### src/rtl/fetch_queue_pkg.sv
// Shared core types for the instruction fetch path.
package fetch_queue_pkg;
   localparam int unsigned INSTR_BYTES = 4;

   typedef struct packed {
      logic [31:0] pc;
      logic [31:0] instr;
   } fetcher_output;
endpackage

### src/rtl/fetch_queue_sync_fifo.sv
// Single-clock FIFO with a synchronous flush. Storage is not reset, only the pointers are.
module sync_fifo #(
   parameter int unsigned DEPTH = 4,
   parameter int unsigned WIDTH = 64,
   localparam int unsigned AW = $clog2(DEPTH)
) (
   input  logic             clk,
   input  logic             reset,
   input  logic             flush_i,
   input  logic             push_i,
   input  logic [WIDTH-1:0] data_i,
   input  logic             pop_i,
   output logic [WIDTH-1:0] data_o,
   output logic [AW:0]      count_o,
   output logic             full_o,
   output logic             empty_o
);
   logic [WIDTH-1:0] mem_q [DEPTH];
   logic [AW-1:0]    wr_ptr_q, wr_ptr_d, rd_ptr_q, rd_ptr_d;
   logic [AW:0]      count_q, count_d;
   logic             push_ok, pop_ok;

   assign empty_o = (count_q == '0);
   assign full_o  = (count_q == (AW+1)'(DEPTH));
   assign count_o = count_q;
   assign data_o  = mem_q[rd_ptr_q];

   // A push into a full queue is legal only when the head leaves in the same cycle.
   assign pop_ok  = pop_i && !empty_o;
   assign push_ok = push_i && (!full_o || pop_ok);

   always_comb begin
      wr_ptr_d = wr_ptr_q;
      rd_ptr_d = rd_ptr_q;
      count_d  = count_q;
      if (push_ok) wr_ptr_d = wr_ptr_q + AW'(1);
      if (pop_ok)  rd_ptr_d = rd_ptr_q + AW'(1);
      case ({push_ok, pop_ok})
         2'b10:   count_d = count_q + (AW+1)'(1);
         2'b01:   count_d = count_q - (AW+1)'(1);
         default: count_d = count_q;
      endcase
   end

   always_ff @(posedge clk) begin
      if (reset || flush_i) begin
         wr_ptr_q <= '0;
         rd_ptr_q <= '0;
         count_q  <= '0;
      end else begin
         wr_ptr_q <= wr_ptr_d;
         rd_ptr_q <= rd_ptr_d;
         count_q  <= count_d;
      end
   end

   always_ff @(posedge clk) begin
      if (push_ok && !flush_i) mem_q[wr_ptr_q] <= data_i;
   end
endmodule

### src/rtl/fetch_queue.sv
// Prefetching instruction fetcher: one outstanding memory read, DEPTH-entry buffer to decode,
// redirect flushes the buffer and discards the response of any read already in flight.
module fetch_queue
   import fetch_queue_pkg::*;
#(
   parameter int unsigned DEPTH    = 4,
   parameter logic [31:0] RESET_PC = 32'h0000_0000,
   localparam int unsigned AW = $clog2(DEPTH)
) (
   input  logic          clk,
   input  logic          reset,
   input  logic          redirect_valid,
   input  logic [31:0]   redirect_pc,
   output logic          out_valid,
   input  logic          out_ready,
   output fetcher_output out,
   output logic          mem_ready,
   input  logic          mem_valid,
   input  logic [31:0]   mem_rdata,
   output logic          mem_instr,
   output logic [31:0]   mem_addr,
   output logic [3:0]    mem_wstrb
);
   logic [31:0]   fetch_pc_q, fetch_pc_d;
   logic [31:0]   addr_q, addr_d;
   logic          inflight_q, inflight_d;
   logic          discard_q, discard_d;
   logic          resp, push, pop, issue;
   logic          fifo_full, fifo_empty;
   logic [AW:0]   fifo_count;
   logic [63:0]   fifo_head;
   fetcher_output push_entry;
   logic          redir_lsb_unused;

   assign redir_lsb_unused = ^redirect_pc[1:0];

   always_comb begin
      resp  = mem_valid && inflight_q;
      // Anything returning during a redirect or for a pre-redirect read is stale.
      push  = resp && !discard_q && !redirect_valid;
      pop   = out_valid && out_ready;
      // Issue is held off in the redirect cycle so the first fetch uses the new PC.
      issue = !inflight_q && !redirect_valid && !fifo_full;

      push_entry.pc    = addr_q;
      push_entry.instr = mem_rdata;

      fetch_pc_d = fetch_pc_q;
      addr_d     = addr_q;
      inflight_d = inflight_q;
      discard_d  = discard_q;

      if (redirect_valid)  fetch_pc_d = {redirect_pc[31:2], 2'b00};
      else if (issue)      fetch_pc_d = fetch_pc_q + 32'(INSTR_BYTES);

      if (issue) begin
         inflight_d = 1'b1;
         addr_d     = fetch_pc_q;
      end else if (resp) begin
         inflight_d = 1'b0;
      end

      if (resp)                             discard_d = 1'b0;
      else if (redirect_valid && inflight_q) discard_d = 1'b1;
   end

   always_ff @(posedge clk) begin
      if (reset) begin
         fetch_pc_q <= RESET_PC;
         addr_q     <= '0;
         inflight_q <= 1'b0;
         discard_q  <= 1'b0;
      end else begin
         fetch_pc_q <= fetch_pc_d;
         addr_q     <= addr_d;
         inflight_q <= inflight_d;
         discard_q  <= discard_d;
      end
   end

   sync_fifo #(.DEPTH(DEPTH), .WIDTH(64)) u_fifo (
      .clk     (clk),
      .reset   (reset),
      .flush_i (redirect_valid),
      .push_i  (push),
      .data_i  (push_entry),
      .pop_i   (pop),
      .data_o  (fifo_head),
      .count_o (fifo_count),
      .full_o  (fifo_full),
      .empty_o (fifo_empty)
   );

   assign out_valid = !fifo_empty;
   assign out       = fetcher_output'(fifo_head);
   assign mem_ready = inflight_q;
   assign mem_instr = inflight_q;
   assign mem_addr  = addr_q;
   assign mem_wstrb = 4'b0000;

   a_wstrb_zero: assert property (@(posedge clk) mem_wstrb == 4'b0000);
   a_addr_stable: assert property (@(posedge clk) disable iff (reset)
      (mem_ready && !mem_valid) |=> $stable(mem_addr));
   a_count_max: assert property (@(posedge clk) 32'(fifo_count) <= DEPTH);
   a_no_push_discard: assert property (@(posedge clk) disable iff (reset)
      !(push && discard_q));
endmodule
### config.mk
export PLATFORM = sky130hd
export DESIGN_NAME = fetch_queue
export DESIGN_NICKNAME = d
export VERILOG_FILES = /design/src/rtl/fetch_queue_pkg.sv /design/src/rtl/fetch_queue_sync_fifo.sv /design/src/rtl/fetch_queue.sv
export SDC_FILE = /design/constraint.sdc
export NUM_CORES = 1
export LEC_CHECK = 0
export CAP_MARGIN = 20
export CORE_ASPECT_RATIO = 0.5
export CORE_MARGIN = 8
export CORE_UTILIZATION = 25
export DETAILED_ROUTE_END_ITERATION = 6
export GPL_TIMING_DRIVEN = 0
export PLACE_DENSITY_LB_ADDON = 0.08
export SYNTH_ARGS = -nofsm -noshare
export SYNTH_HDL_FRONTEND = slang
export SYNTH_HIERARCHICAL = 1
export SYNTH_SLANG_ARGS = --single-unit
export TNS_END_PERCENT = 50
### constraint.sdc
create_clock -name clk -period 4 [get_ports clk]
set_clock_uncertainty 0.1 [all_clocks]
set_input_delay 0.6 -clock clk [delete_from_list [all_inputs] [get_ports clk]]
set_output_delay 0.6 -clock clk [all_outputs]
set_load 0.02 [all_outputs]
* Word-level counts from Yosys, hierarchy flattened
Memories as Yosys holds them, arrays and structs flattened. A register that Yosys moved wholly into a read port is not among the register bits.
Cells that the tools add are included.
Widths: inputs -> output; s select.
** Operators by class
- Reductions and logical operators :: 23
- Muxes and demuxes :: 9
- Add/subtract/negate cells :: 5
- Eq/ne operators :: 3
** Operators with widths (count)
- $mux 32 :: 2
- $add 32x3->32 const B :: 1
- $logic_and 1x1->1 :: 10
- $pmux 3 s2 :: 1
- $reduce_bool 2->1 :: 3
- $logic_not 1->1 :: 5
- $add 2x1->2 const B :: 2
- $mux 1 :: 4
- $mux 2 :: 2
- $reduce_or 2->1 :: 2
- $add 3x1->3 const B :: 1
- $eq 3x3->1 const B :: 1
- $logic_not 3->1 :: 1
- $sub 3x1->3 const B :: 1
- $eq 2x1->1 const B :: 1
- $eq 2x2->1 const B :: 1
- $logic_or 1x1->1 :: 2
** Word-level totals
- Memories kept :: 1
- RAM bits :: 256
- Output and inout port bits :: 103
- Logic and storage cells :: 49
- Register bits :: 73
** Memory list
- u_fifo.mem_q :: depth 4, bits a word 64, read ports 1, clocked after Yosys merged registers in 1, wr ports 1, RTL line fetch_queue_sync_fifo.sv:18 : logic [WIDTH-1:0] mem_q [DEPTH];

* Depth between registers and ports, before layout
Gate-level depths: netlist of run 1.
- Depth after elaboration :: 9
- Mapped depth :: 12

* Cells and area by module
The synthesis of run 1 kept the hierarchy.
** Modules (own cells, without submodules)
- sync_fifo :: area an instance 9778.1 um^2, instances 1, sequential area each 7867.5 um^2, cells an instance 401
- fetch_queue :: area an instance 2879.0 um^2, instances 1, sequential area each 1241.2 um^2, cells an instance 362

* Least setup slack after synthesis of run 1
No wires, ideal clock.
- Path type :: input to register
- Start :: input port redirect_valid
- End :: memory u_fifo.mem_q[0][0], enable pin
- Setup slack :: 0.339 ns
- Path buffers :: 3
- Stages :: 7
- Setup time :: 0.429 ns
- Arrival :: 3.132 ns
- Data required time :: 3.471 ns
- Cells stage by stage :: clkbuf_1 -> clkbuf_1 -> nor3_1 -> buf_2 -> o41ai_4 -> nor2_1 -> and2_1
** On the way
- Word-level cells in the longest chain between the ends :: 6
** Ends and longest elaborated chain
- start: declaration :: RTL line fetch_queue.sv:12 : input logic redirect_valid,
- $logic_not 1->1 :: RTL line fetch_queue.sv:40 : push = resp && !discard_q && !redirect_valid;
- $logic_and 1x1->1 :: RTL line fetch_queue.sv:40
- named net push :: RTL line fetch_queue.sv:28 : logic resp, push, pop, issue;
- $logic_and 1x1->1 :: RTL line fetch_queue_sync_fifo.sv:30 : assign push_ok = push_i && (!full_o || pop_ok);
- $logic_and 1x1->1 :: RTL line fetch_queue_sync_fifo.sv:58 : if (push_ok && !flush_i) mem_q[wr_ptr_q] <= data_i;
- $mux 1 :: RTL line fetch_queue_sync_fifo.sv:58
- $mux 1 (implied by the code) :: RTL line fetch_queue_sync_fifo.sv:58
- end: declaration :: RTL line fetch_queue_sync_fifo.sv:18
The timed path passes the listed nets, and every way through them passes these cells.

==> metrics.txt, run 1 <==
status=finished clean; nets=1056; placed cell area=0.0153 mm^2; Final period util=87.3%; number of synthesized flops with an enable pin=256; Worst Hold Class=register to register; worst setup margin=0.506 ns; kind of critical path=register to primary output; pin count of the biggest net entering global routing=38; total power=7250 uW; Mean Syn Cell Area=16.6 um^2; Multi-input gate area=0.00329 mm^2; Achievable Freq=286 MHz; most frequent cells in the layout=edfxtp_1, clkdlybuf4s50_1, nand2_1, dfxtp_1, mux4_2; 1st-pass router iterations=4; ANT cells=0; Synth Register Bits=327; Total Wirelength=34400 um; Core ar.=0.0501 mm^2; die width=334 um; Post-CTS Hold Buffers=0; antenna violations before repair=0; RSZ-0062 raised after global routing=no; Worst Setup End Kind=primary output; CP startpoint kind=register; Core Util, Final=32.8%; Die Span Y=175 um; maxcap violations=0; Cell Int Power=5720 uW; DR iter-0 viols=425; Initial Util=25.2%; Comb pwr share=4.2%; Layout area overhead=29.9%; # DRC=0; CTS sink count=327; CP Max Fanout=10; maximum clock path buffer count=3; fill count=4919; PortBufs=163; worst-skew pair later-pin latency=0.51 ns; most common cell after layout, fill and taps aside=edfxtp_1; vias in the first global route=7793; Die Area=0.0585 mm^2; first-pass GRT wire length=51500 um; Routed Antenna Nets=0; Root Driver=clkbuf_16; post-DP HPWL=23200 um; clock slew at the register clock pins of the worst setup and hold paths=0.06 ns; worst-margin pin slew=0.842 ns; switching part of the total=21.1%; Post-Syn Instances=763; setup TNS=0 ns; layout cells sized above 1=15.0%; GPL Wtd Cong=0.740; Final min period=3.49 ns; routed via count=7314; Final Max Slew Viols=0; clock power share=43.9%; post-synthesis sequential area ratio=72.0%; Slew Limit Headroom=43.5%; WP data required=3.30 ns; Final Hold Vio Count=0; Max IR drop VDD=200 uV; GRT Residual Overflow=0; I/O pin count=172; leak pwr=0.00510 uW; H-tree Lvls=2; Post-synth ARST share=0%; power density over the cells=441 mW/mm^2; GR Util All Layers=11.7%; postcts setup bufs=0; sequential cell area=0.00911 mm^2; Num CTS Buffers=35; Sw Pwr=1530 uW; fin area=0.0164 mm^2; Synth Warn #=6; Finish-stage setup viols=0; critical path arrival=2.79 ns; WL per Instance=20.3 um; number of distinct library cells after synthesis=50; Place WS=0.149 ns; CTS tree=built; Resized cells post-CTS=0; Std-Cell Rows=58; Seq pwr share=51.9%; mapped cell area=0.0127 mm^2; vias per std cell=4.32; Synth Flop Type=edfxtp_1
## logic make-up (layout without fill, tap and decap cells)
logic type               count (synthesis)  in the layout  share of synthesized area [%]
flip-flops                             327            327                           72.0
AND/OR/NAND/NOR                        190            190                           7.34
AO/OA/AOI/OAI                           93             93                           5.00
multiplexers                            66             66                           11.5
buffers and inverters                   66            295                           2.49
XOR/XNOR                                14             14                          0.969
adder cells (fa/ha/maj)                  6              6                          0.652
other                                    1             14                         0.0296
## area by class of cell
class | instances | share of cell area (%)
clock inverters | 13 | 0.708
clock buffers | 48 | 6.07
flip-flops and latches | 327 | 55.4
inverters | 16 | 0.365
repair buffers | 168 | 10.6
multi-input cells | 383 | 20.0
well taps | 690 | 5.25
plain buffers | 50 | 1.55
## through the flow
stage	instances	hold slack, ns
final	1695	0.403
after global routing	1695	0.441
after CTS	1695	0.404
after detailed placement	1634	0.395
after global placement	1629	0.387
after floorplan	776	0.353
## sequential cells by signal (all words and copies together) (netlist names), named ones only
name / count
u_fifo/count_o: 3
mem_addr: 30
u_fifo/wr_ptr_q: 2
u_fifo/mem_q: 256
u_fifo/rd_ptr_q: 2
fetch_pc_q: 30
mem_instr: 1
discard_q: 1
## power groups by stage
stage / clock network (uW) / logic, uW / registers [uW]
floorplan: 0 / 124 / 3830
global placement: 0 / 308 / 3830
detailed placement: 0 / 313 / 3830
CTS: 3320 / 314 / 3760
global route: 3450 / 335 / 3770
finish: 3180 / 306 / 3760
## worst paths after layout
path | cells after the start | endpoint | slack [ns] | from
hold reg to reg | 2 | mem_addr[6]$_SDFFE_PP0P_ | 0.40 | fetch_pc_q[6]$_SDFFE_PP0P_
hold / removal | 2 | mem_addr[6]$_SDFFE_PP0P_ | 0.40 | fetch_pc_q[6]$_SDFFE_PP0P_
setup reg to reg | 8 | fetch_pc_q[26]$_SDFFE_PP0P_ | 1.03 | u_fifo/count_o[2]$_SDFFE_PP0P_
setup / recovery | 4 | out[28] | 0.51 | register
## cells in the mapped netlist (all sizes together), types with 5 or more instances
| library cell | instances | share of area, % |
|---|---|---|
| a211oi | 11 | 0.65 |
| a21oi | 35 | 1.4 |
| a311oi | 16 | 1.1 |
| buf | 27 | 1.3 |
| clkbuf | 23 | 0.70 |
| dfxtp | 71 | 11 |
| edfxtp | 256 | 61 |
| ha | 5 | 0.49 |
| inv | 15 | 0.44 |
| mux4 | 64 | 11 |
| nand2 | 78 | 2.3 |
| nand3 | 13 | 0.51 |
| nand4 | 9 | 0.44 |
| nor2 | 35 | 1.0 |
| nor3 | 9 | 0.36 |
| o21ai | 9 | 0.36 |
| o31ai | 10 | 0.59 |
| or3 | 7 | 0.39 |
| or4 | 15 | 0.89 |
| xnor2 | 8 | 0.55 |
| xor2 | 6 | 0.42 |
## critical path, cell delays in order (launching register included)
cell             delay, ns
dfxtp_1               0.30
clkbuf_2              0.35
buf_1                 0.62
mux4_2                0.43
clkdlybuf4s50_1       0.56
## layer usage
metal	global-route usage [%]	up-vias	wire length [um]
met5	0	-	0
met2	21.0	110	18000
met3	2.34	46	1340
li1	-	3424	-
met4	2.83	0	614
met1	14.4	3734	14400
Note: power is estimated with default switching activity, not from simulation.
==> inputs of run 2 (changes only) <==
==> constraint.sdc (replaced) <==
create_clock -name clk -period 3.2 [get_ports clk]
set_clock_uncertainty 0.1 [all_clocks]
set_input_delay 0.48 -clock clk [delete_from_list [all_inputs] [get_ports clk]]
set_output_delay 0.48 -clock clk [all_outputs]
set_load 0.02 [all_outputs]
==> metrics.txt, run 2 (synthesis results as in run 1) <==
status=finished clean; H-tree Lvls=2 (unchanged); WP data required=2.62 ns (-0.68 ns); maximum clock path buffer count=3 (unchanged); Worst Hold Class=register to register; routed via count=7338 (+0.33%); # DRC=0 (unchanged); nets=1065 (+0.85%); first-pass GRT wire length=50500 um (-1.9%); Final Max Slew Viols=0 (unchanged); hold path startpoint=fetch_pc_q[6]$_SDFFE_PP0P_; DR iter-0 viols=459 (+8.0%); clock slew at the register clock pins of the worst setup and hold paths=0.06 ns (about the same); CTS sink count=327 (unchanged); worst-margin pin slew=0.798 ns (-0.0432 ns); RSZ-0062 raised after global routing=yes; GRT Residual Overflow=0 (unchanged); Max IR drop VDD=256 uV (+28%); ANT cells=0 (unchanged); reg2reg start=u_fifo/count_o[2]$_SDFFE_PP0P_; Final period util=98.9%; Num CTS Buffers=35 (unchanged); Std-Cell Rows=58 (unchanged); Root Driver=clkbuf_16; CP startpoint kind=register; R2R Setup Slk=0.28 ns (-0.75 ns); WHS Endpoint=mem_addr[6]$_SDFFE_PP0P_; Min Hold Slack=0.404 ns (+0.000622 ns); layout cells sized above 1=16.7% (+1.6 points); fin area=0.0166 mm^2 (+0.93%); kind of critical path=register to primary output; placed cell area=0.0153 mm^2 (unchanged); Finish-stage setup viols=0 (unchanged); die width=334 um (unchanged); Reg-to-Reg End=fetch_pc_q[16]$_SDFFE_PP0P_; vias in the first global route=7817 (+0.31%); reg2reg path depth=8 (unchanged); GPL Wtd Cong=0.740 (about the same); most frequent cells in the layout=edfxtp_1, clkdlybuf4s50_1, nand2_1, dfxtp_1, mux4_2; Initial Util=25.2% (unchanged); leak pwr=0.00520 uW (+1.9%); Min-Delay Path Depth=2 (unchanged); power density over the cells=560 mW/mm^2 (+27%); max FFs per register=256 (unchanged); CTS tree=built; 1st-pass router iterations=4 (unchanged); post-DP HPWL=23000 um (-0.78%); maxcap violations=0 (unchanged); Die Span Y=175 um (unchanged); most common cell after layout, fill and taps aside=edfxtp_1; worst-skew pair later-pin latency=0.51 ns (about the same); pin count of the biggest net entering global routing=44 (+16%); Total Wirelength=35500 um (+3.0%); Core ar.=0.0501 mm^2 (unchanged); PortBufs=163 (unchanged); vias per std cell=4.31 (-0.20%); Die Area=0.0585 mm^2 (unchanged); CP Max Fanout=10 (unchanged); Worst Setup End Kind=primary output; Slew Limit Headroom=46.4% (+2.9 points); Layout area overhead=31.1%; WL per Instance=20.8 um (+2.4%); Routed Antenna Nets=0 (unchanged); Achievable Freq=316 MHz; I/O pin count=172 (unchanged); Final Hold Vio Count=0 (unchanged); Largest Register=u_fifo/mem_q; critical path arrival=2.59 ns (-0.20 ns); antenna violations before repair=2 (+2); Final min period=3.17 ns; GR Util All Layers=11.4% (-0.31 points)
[run 2: cell count changes in the layout (fill, tap and decap cells not counted), moves of 2 or more]
| cell | before | now |
|---|---|---|
| buf_1 | 8 | 3 |
| and2_2 | 0 | 4 |
| clkbuf_1 | 29 | 27 |
| clkinv_2 | 5 | 7 |
| buf_4 | 14 | 20 |
| bufinv_16 | 2 | 5 |
| buf_2 | 5 | 9 |
[run 2: worst max-delay path by stage]
stage | cells past startpoint | endpoint | from | slack, ns
CTS | 4 | out[11] | register | -0.05
finish | 4 | out[33] | register | 0.03
global placement | 8 | u_fifo/mem_q[3][15]$_DFFE_PP_ | redirect_valid | -2.84
floorplan | 7 | u_fifo/mem_q[2][0]$_DFFE_PP_ | redirect_valid | -0.34
detailed placement | 9 | u_fifo/mem_q[2][18]$_DFFE_PP_ | redirect_valid | -0.45
global route | 4 | out[5] | register | -0.06
[run 2: area by class of cell]
type / count / area (um^2)
buffer: 50 / 267
clock buffer: 45 / 976
clock inverter: 16 / 204
fill: 4901 / 33600
inverter: 16 / 60.1
multi-input combinational: 387 / 3330
sequential: 327 / 9110
tap: 690 / 863
timing repair buffer: 173 / 1780
[run 2: critical path, stage by stage (launching register included)]
cell and delay, ns:
dfxtp_1 0.30, buf_4 0.29, buf_4 0.32, mux4_2 0.53, clkdlybuf4s50_1 0.61
[run 2: metrics by stage]
stage / TNS, ns / std cells / total power [uW] / utilization [%] / setup slack, ns
after floorplan: -43.56 / 776 / 4940 / - / -0.340
after global placement: -523.24 / 1629 / 5170 / 30.3 / -2.84
after detailed placement: -78.89 / 1634 / 5180 / 30.6 / -0.447
after CTS: -0.585 / 1695 / 9460 / 32.9 / -0.0495
after global routing: -1.71 / 1704 / 9660 / 33.1 / -0.0634
final: 0 / 1704 / 9290 / 33.1 / 0.0347
[run 2: timing repair]
item | 4_1_cts | 5_1_grt
gates cloned | 0 | 4
hold buffers | 0 | 0
pin swaps | 0 | 4
setup endpoints to repair | 60 | 212
gates resized for setup | 7 | 2
buffers inserted | 0 | 5
[run 2: per-layer routing]
metal | routed length [um] | GRT usage (%)
met3 | 1450 | 2.14
met5 | 0 | 0
met2 | 17600 | 20.3
met4 | 700 | 2.90
met1 | 15700 | 14.2
[run 2: power by group]
part	total [uW]	internal, uW	switching (uW)
Combinational	386	182	204
Sequential	4700	4620	76.1
Clock	4200	2550	1650
Total	9290	7360	1930
==> variant 1: new RTL, config.mk and constraints of run 2 <==
`DEPTH` is set to 4 in 2 places; all go to 8.
--- a/src/rtl/fetch_queue_sync_fifo.sv
+++ b/src/rtl/fetch_queue_sync_fifo.sv
@@ -2,3 +2,3 @@
 module sync_fifo #(
-   parameter int unsigned DEPTH = 4,
+   parameter int unsigned DEPTH = 8,
    parameter int unsigned WIDTH = 64,
--- a/src/rtl/fetch_queue.sv
+++ b/src/rtl/fetch_queue.sv
@@ -5,3 +5,3 @@
 #(
-   parameter int unsigned DEPTH    = 4,
+   parameter int unsigned DEPTH    = 8,
    parameter logic [31:0] RESET_PC = 32'h0000_0000,
Function: same outputs for any inputs over 4 cycles, from zero or initial values and one cycle with reset high; that may be too few to reach the edited logic, so the function may still have changed.
==> variant 1 against run 2 <==
Wire length is 77% higher; synthesized cell count is 56% higher; cell area is 75% higher; count of clock-buffer cells in the layout is 46 higher; area after synthesis is 80% higher; worst setup slack better by 0.072 ns; critical path depth is 2 higher; total power is 67% higher; sequential cell count is 260 higher; sequential power is 80% higher; critical path type unchanged; critical endpoint is now out[17]; highest routed layer unchanged.
==> variant 1: results (changes against run 2) <==
first-pass GRT wire length=90700 µm (+80%); fillers=8669 (+77%); WP data arrival=2.51 ns (-0.08 ns); Hold Vio Cnt, Final=0 (unchanged); Leak=9.26 nW (+78%); crit-path leading delay family=multiplexers; drt total wl=62900 µm (+77%); Critical R2R Capture=u_fifo/mem_q[0][26]$_DFFE_PP_; clock tree buffer depth=3 (unchanged); slowest stage delay, CP=0.51 ns (-0.10 ns); CTS Buf Count=61 (+74%); number of global-route vias before repair=12800 (+63%); crit path max fanout=10 (unchanged); CP max stage cell=mux4_2; Post-synth EDFFs=512 (+100%); Total Routing Usage GR=0.121 (+0.00669); Port-buffer cells=163 (unchanged); Reg with most FFs=u_fifo/mem_q; Largest register FFs=512 (+100%); Reg2Reg Depth=11 (+3); status=finished clean; CTS H-tree lvls=2 (unchanged); R2R setup slack=0.17 ns (-0.11 ns); Min Hold Slack=0.356 ns (-0.0477 ns); Nets=1567 (+47%); register area share after synthesis=0.739 (+0.0193); Min-Delay Endpoint=fetch_pc_q[20]$_SDFFE_PP0P_; Reg clk slew, reported paths=0.06 ns (about the same); Ant. Diodes=0 (unchanged); Place WS=-1.12 ns (-0.676 ns); VDD IR max=0.334 mV (+30%); Hold Crit Start=redirect_pc[20]; Distinct cells, synth=52 (+4.0%); clock latency on the worst-skew pair=0.63 ns (+0.12 ns); most frequent cells after synthesis=edfxtp_1, mux4_2, nand2_1; largest net degree at the start of global routing=21 (-52%); initial antenna violation count=0 (-2); HP Class=in -> reg; RePlAce Congestion=0.733 (-0.91%); Pre-Repair DR Iteration Count=5 (+1); initial drt markers=534 (+16%); share of flip-flops with an asynchronous set or reset=0 (unchanged); largest cells by area after synthesis=edfxtp_1, mux4_2, dfxtp_1, mux2_2, nand2_1; share of cells above drive strength 1=0.284 (+0.117); reg2reg start=u_fifo/count_o[1]$_SDFFE_PP0P_; Hold Path Stages=3 (+1); Ys Warns=6 (unchanged); Tightest Pin Transition=0.740 ns (-0.0579 ns); DPL Wire Length=42800 µm (+86%); clk root buf=clkbuf_16; Vias=12000 (+64%)
==> variant 1: power by group <==
group	switching [mW]	total, mW	internal, mW
logic	0.237	0.424	0.187
clock network	2.90	6.65	3.75
registers	0.0925	8.45	8.36
total	3.23	15.5	12.3
==> variant 1: kinds of logic after synthesis <==
logic type	synth area share
multiplexers	0.160
buffers and inverters	0.0201
other	0.000164
adder cells (fa/ha/maj)	0.00362
AND/OR/NAND/NOR	0.0421
flip-flops	0.739
XOR/XNOR	0.00614
AO/OA/AOI/OAI	0.0295
==> variant 1: worst max-delay path by stage <==
stage | start | to | slack, ns | cells after the start
2_1_floorplan | u_fifo/count_o[0]$_SDFFE_PP0P_ | u_fifo/mem_q[4][0]$_DFFE_PP_ | -0.76 | 8
3_3_place_gp | redirect_valid | u_fifo/mem_q[4][24]$_DFFE_PP_ | -4.64 | 7
3_5_place_dp | redirect_valid | u_fifo/mem_q[4][24]$_DFFE_PP_ | -1.12 | 12
4_1_cts | flop | out[47] | -0.003 | 5
5_1_grt | flop | out[37] | -0.02 | 6
6_report | flop | out[17] | 0.11 | 6
==> variant 1: timing repair <==
| action | in CTS | in global routing |
|---|---|---|
| hold buffers | 0 | 0 |
| gates resized for setup | 230 | 17 |
| setup endpoints to repair | 208 | 98 |
| buffers inserted | 7 | 9 |
| pin swaps | 4 | 3 |
| endpoints found under the hold margin | 0 | 0 |
==> variant 1: area by class of cell <==
type	count	area, µm²	area share
clock inverters	19	93.8	0.00323
flip-flops and latches	587	16900	0.581
clock buffers	91	1750	0.0603
repair buffers	221	2410	0.0831
multi-input cells	536	5680	0.196
plain buffers	71	669	0.0230
inverters	14	52.6	0.00181
well taps	1200	1500	0.0517
==> variant 1: worst register-to-register path, delay by kind of cell, from the launching register on <==
| family | cells | cell delay (ns) |
|---|---|---|
| buf+inv | 5 | 0.99 |
| flops | 1 | 0.38 |
| compound gates | 1 | 0.12 |
| simple gates | 5 | 1.15 |
==> variant 1: through the flow <==
stage	utilization	area, µm²	cells	power [mW]
3_5_place_dp	0.298	27000	2615	9.05
4_1_cts	0.321	29000	2731	15.8
6_report	0.321	29100	2739	15.5
3_3_place_gp	0.289	26200	2572	9.04
2_1_floorplan	-	23000	1209	8.77
5_1_grt	0.321	29100	2739	16.1
==> variant 1: routing by layer <==
metal	global-route usage	up-vias	part of all wire
met5	0	-	0
met4	0.0297	0	0.020
met3	0.0196	80	0.027
met2	0.215	173	0.51
met1	0.153	6322	0.44
li1	-	5436	-
==> variant 2: new RTL, flow settings as in run 2 <==
Without the edit above. `addr_q` no longer has a reset.
--- a/src/rtl/fetch_queue.sv
+++ b/src/rtl/fetch_queue.sv
@@ -69,3 +69,2 @@
          fetch_pc_q <= RESET_PC;
-         addr_q     <= '0;
          inflight_q <= 1'b0;
@@ -74,3 +73,2 @@
          fetch_pc_q <= fetch_pc_d;
-         addr_q     <= addr_d;
          inflight_q <= inflight_d;
@@ -78,2 +76,6 @@
       end
+   end
+
+   always_ff @(posedge clk) begin
+      addr_q <= addr_d;
    end
Formal check against the unedited RTL: differs if reset is asserted again (counterexample within 4 cycles, from zero or initial values and one cycle with reset high); with reset held inactive, the same outputs for 4 cycles.
==> variant 2 against run 2 <==
Worst setup slack gained 0.10 ns; area after synthesis is 0.42% higher; cell area rose by 0.56%; wire length fell by 2.2%; sequential share of layout area grew 1.5 points; total power decreased by 0.47%; count of clock-buffer cells in the layout grew 5; sequential cell count unchanged; critical path type unchanged.
==> variant 2: results (changes against run 2) <==
Post-Route M1 WL=15700 µm (+0.16%); Hold Crit Start=fetch_pc_q[31]$_SDFFE_PP0P_; DP Area=0.0154 mm² (+0.49%); initial drt markers=390 (-15%); crit-path leading delay family=buffers and inverters; Post-synth EDFFs=286 (+12%); largest cells by area after synthesis=edfxtp_1, mux4_2, dfxtp_1, nor2_1, buf_4; Post-CTS Setup Repair Bufs=6 (+6); top sig layer=met4; Place WS=-1.01 ns (-0.560 ns); Distinct cells, synth=55 (+10%); vias per inst=4.29 (-0.32%); first-pass GRT wire length=51400 µm (+1.8%); number of global-route vias before repair=7648 (-2.2%); initial antenna violation count=1 (-1); WP data arrival=2.49 ns (-0.10 ns); Total Routing Usage GR=0.117 (+0.00314); GR met3 Demand/Resource=0.0225 (+0.00110); slowest stage delay, CP=0.57 ns (-0.04 ns); Vias=6980 (-4.9%); Largest register FFs=256 (unchanged); met2 Usage GRT=0.203 (about the same); reg2reg start=u_fifo/count_o[0]$_SDFFE_PP0P_; metal2 WL=17200 µm (-2.6%); dpl cells=1557 (-4.7%); fillers=4904 (+0.061%); Leak=5.26 nW (+1.3%); share of cells above drive strength 1=0.188 (+0.0214); largest net degree at the start of global routing=38 (-14%); post-CTS resize count=20 (+13); Worst slew margin=0.321 (-0.142); Syn Area/Cell=18.6 µm² (+12%); drt total wl=34700 µm (-2.2%); Switching Share=0.208 (+0.000696); VDD IR max=0.343 mV (+34%); status=finished clean; RePlAce Congestion=0.756 (+2.2%); register area share after synthesis=0.740 (+0.0207); Nets=989 (-7.1%); M1 GR Usage=0.150 (+0.00821)
==> variant 2: cell types whose count changed after synthesis, moves of 8 or more <==
cell,delta
or4_1,-11
clkbuf_1,-10
o31ai_1,-8
dfxtp_1,-30
edfxtp_1,+30
a21oi_1,-29
nand2_1,-58
==> variant 2: kinds of logic after synthesis <==
kind of cell / after synthesis / share of synthesized area
flip-flops: 327 / 0.740
multiplexers: 66 / 0.115
other: 1 / 0.000295
AND/OR/NAND/NOR: 152 / 0.0686
XOR/XNOR: 16 / 0.0110
adder cells (fa/ha/maj): 6 / 0.00650
buffers and inverters: 59 / 0.0226
AO/OA/AOI/OAI: 58 / 0.0356
==> variant 2: path summary, 6_finish.rpt <==
path | slack (ns) | cells past startpoint | end
max reg2reg | 0.53 | 5 | fetch_pc_q[30]$_SDFFE_PP0P_
min reg2reg | 0.37 | 0 | mem_addr[31]$_DFFE_PP_
max | 0.13 | 4 | out[7]
min | 0.37 | 0 | mem_addr[31]$_DFFE_PP_
==> variant 2: power by group through the flow <==
stage	sequential (mW)	combinational (mW)	clock (mW)
final	4.81	0.398	4.04
after global routing	4.82	0.430	4.36
after CTS	4.81	0.408	4.21
after detailed placement	4.90	0.402	0
after global placement	4.90	0.393	0
after floorplan	4.90	0.134	0
==> variant 2: layout make-up <==
class	instances	area, µm²	share of cell area
Clock inverter	9	124	0.00742
Inverter	16	60.1	0.00360
Timing Repair Buffer	175	1850	0.111
Buffer	43	269	0.0161
Tap cell	690	863	0.0517
Sequential cell	327	9410	0.564
Clock buffer	50	995	0.0596
Multi-Input combinational cell	316	3120	0.187
==> variant 2: through the flow <==
stage,hold WS (ns),total power [mW]
after global placement,0.364,5.29
final,0.366,9.24
after floorplan,0.323,5.03
after global routing,0.391,9.61
after detailed placement,0.350,5.30
after CTS,0.367,9.43
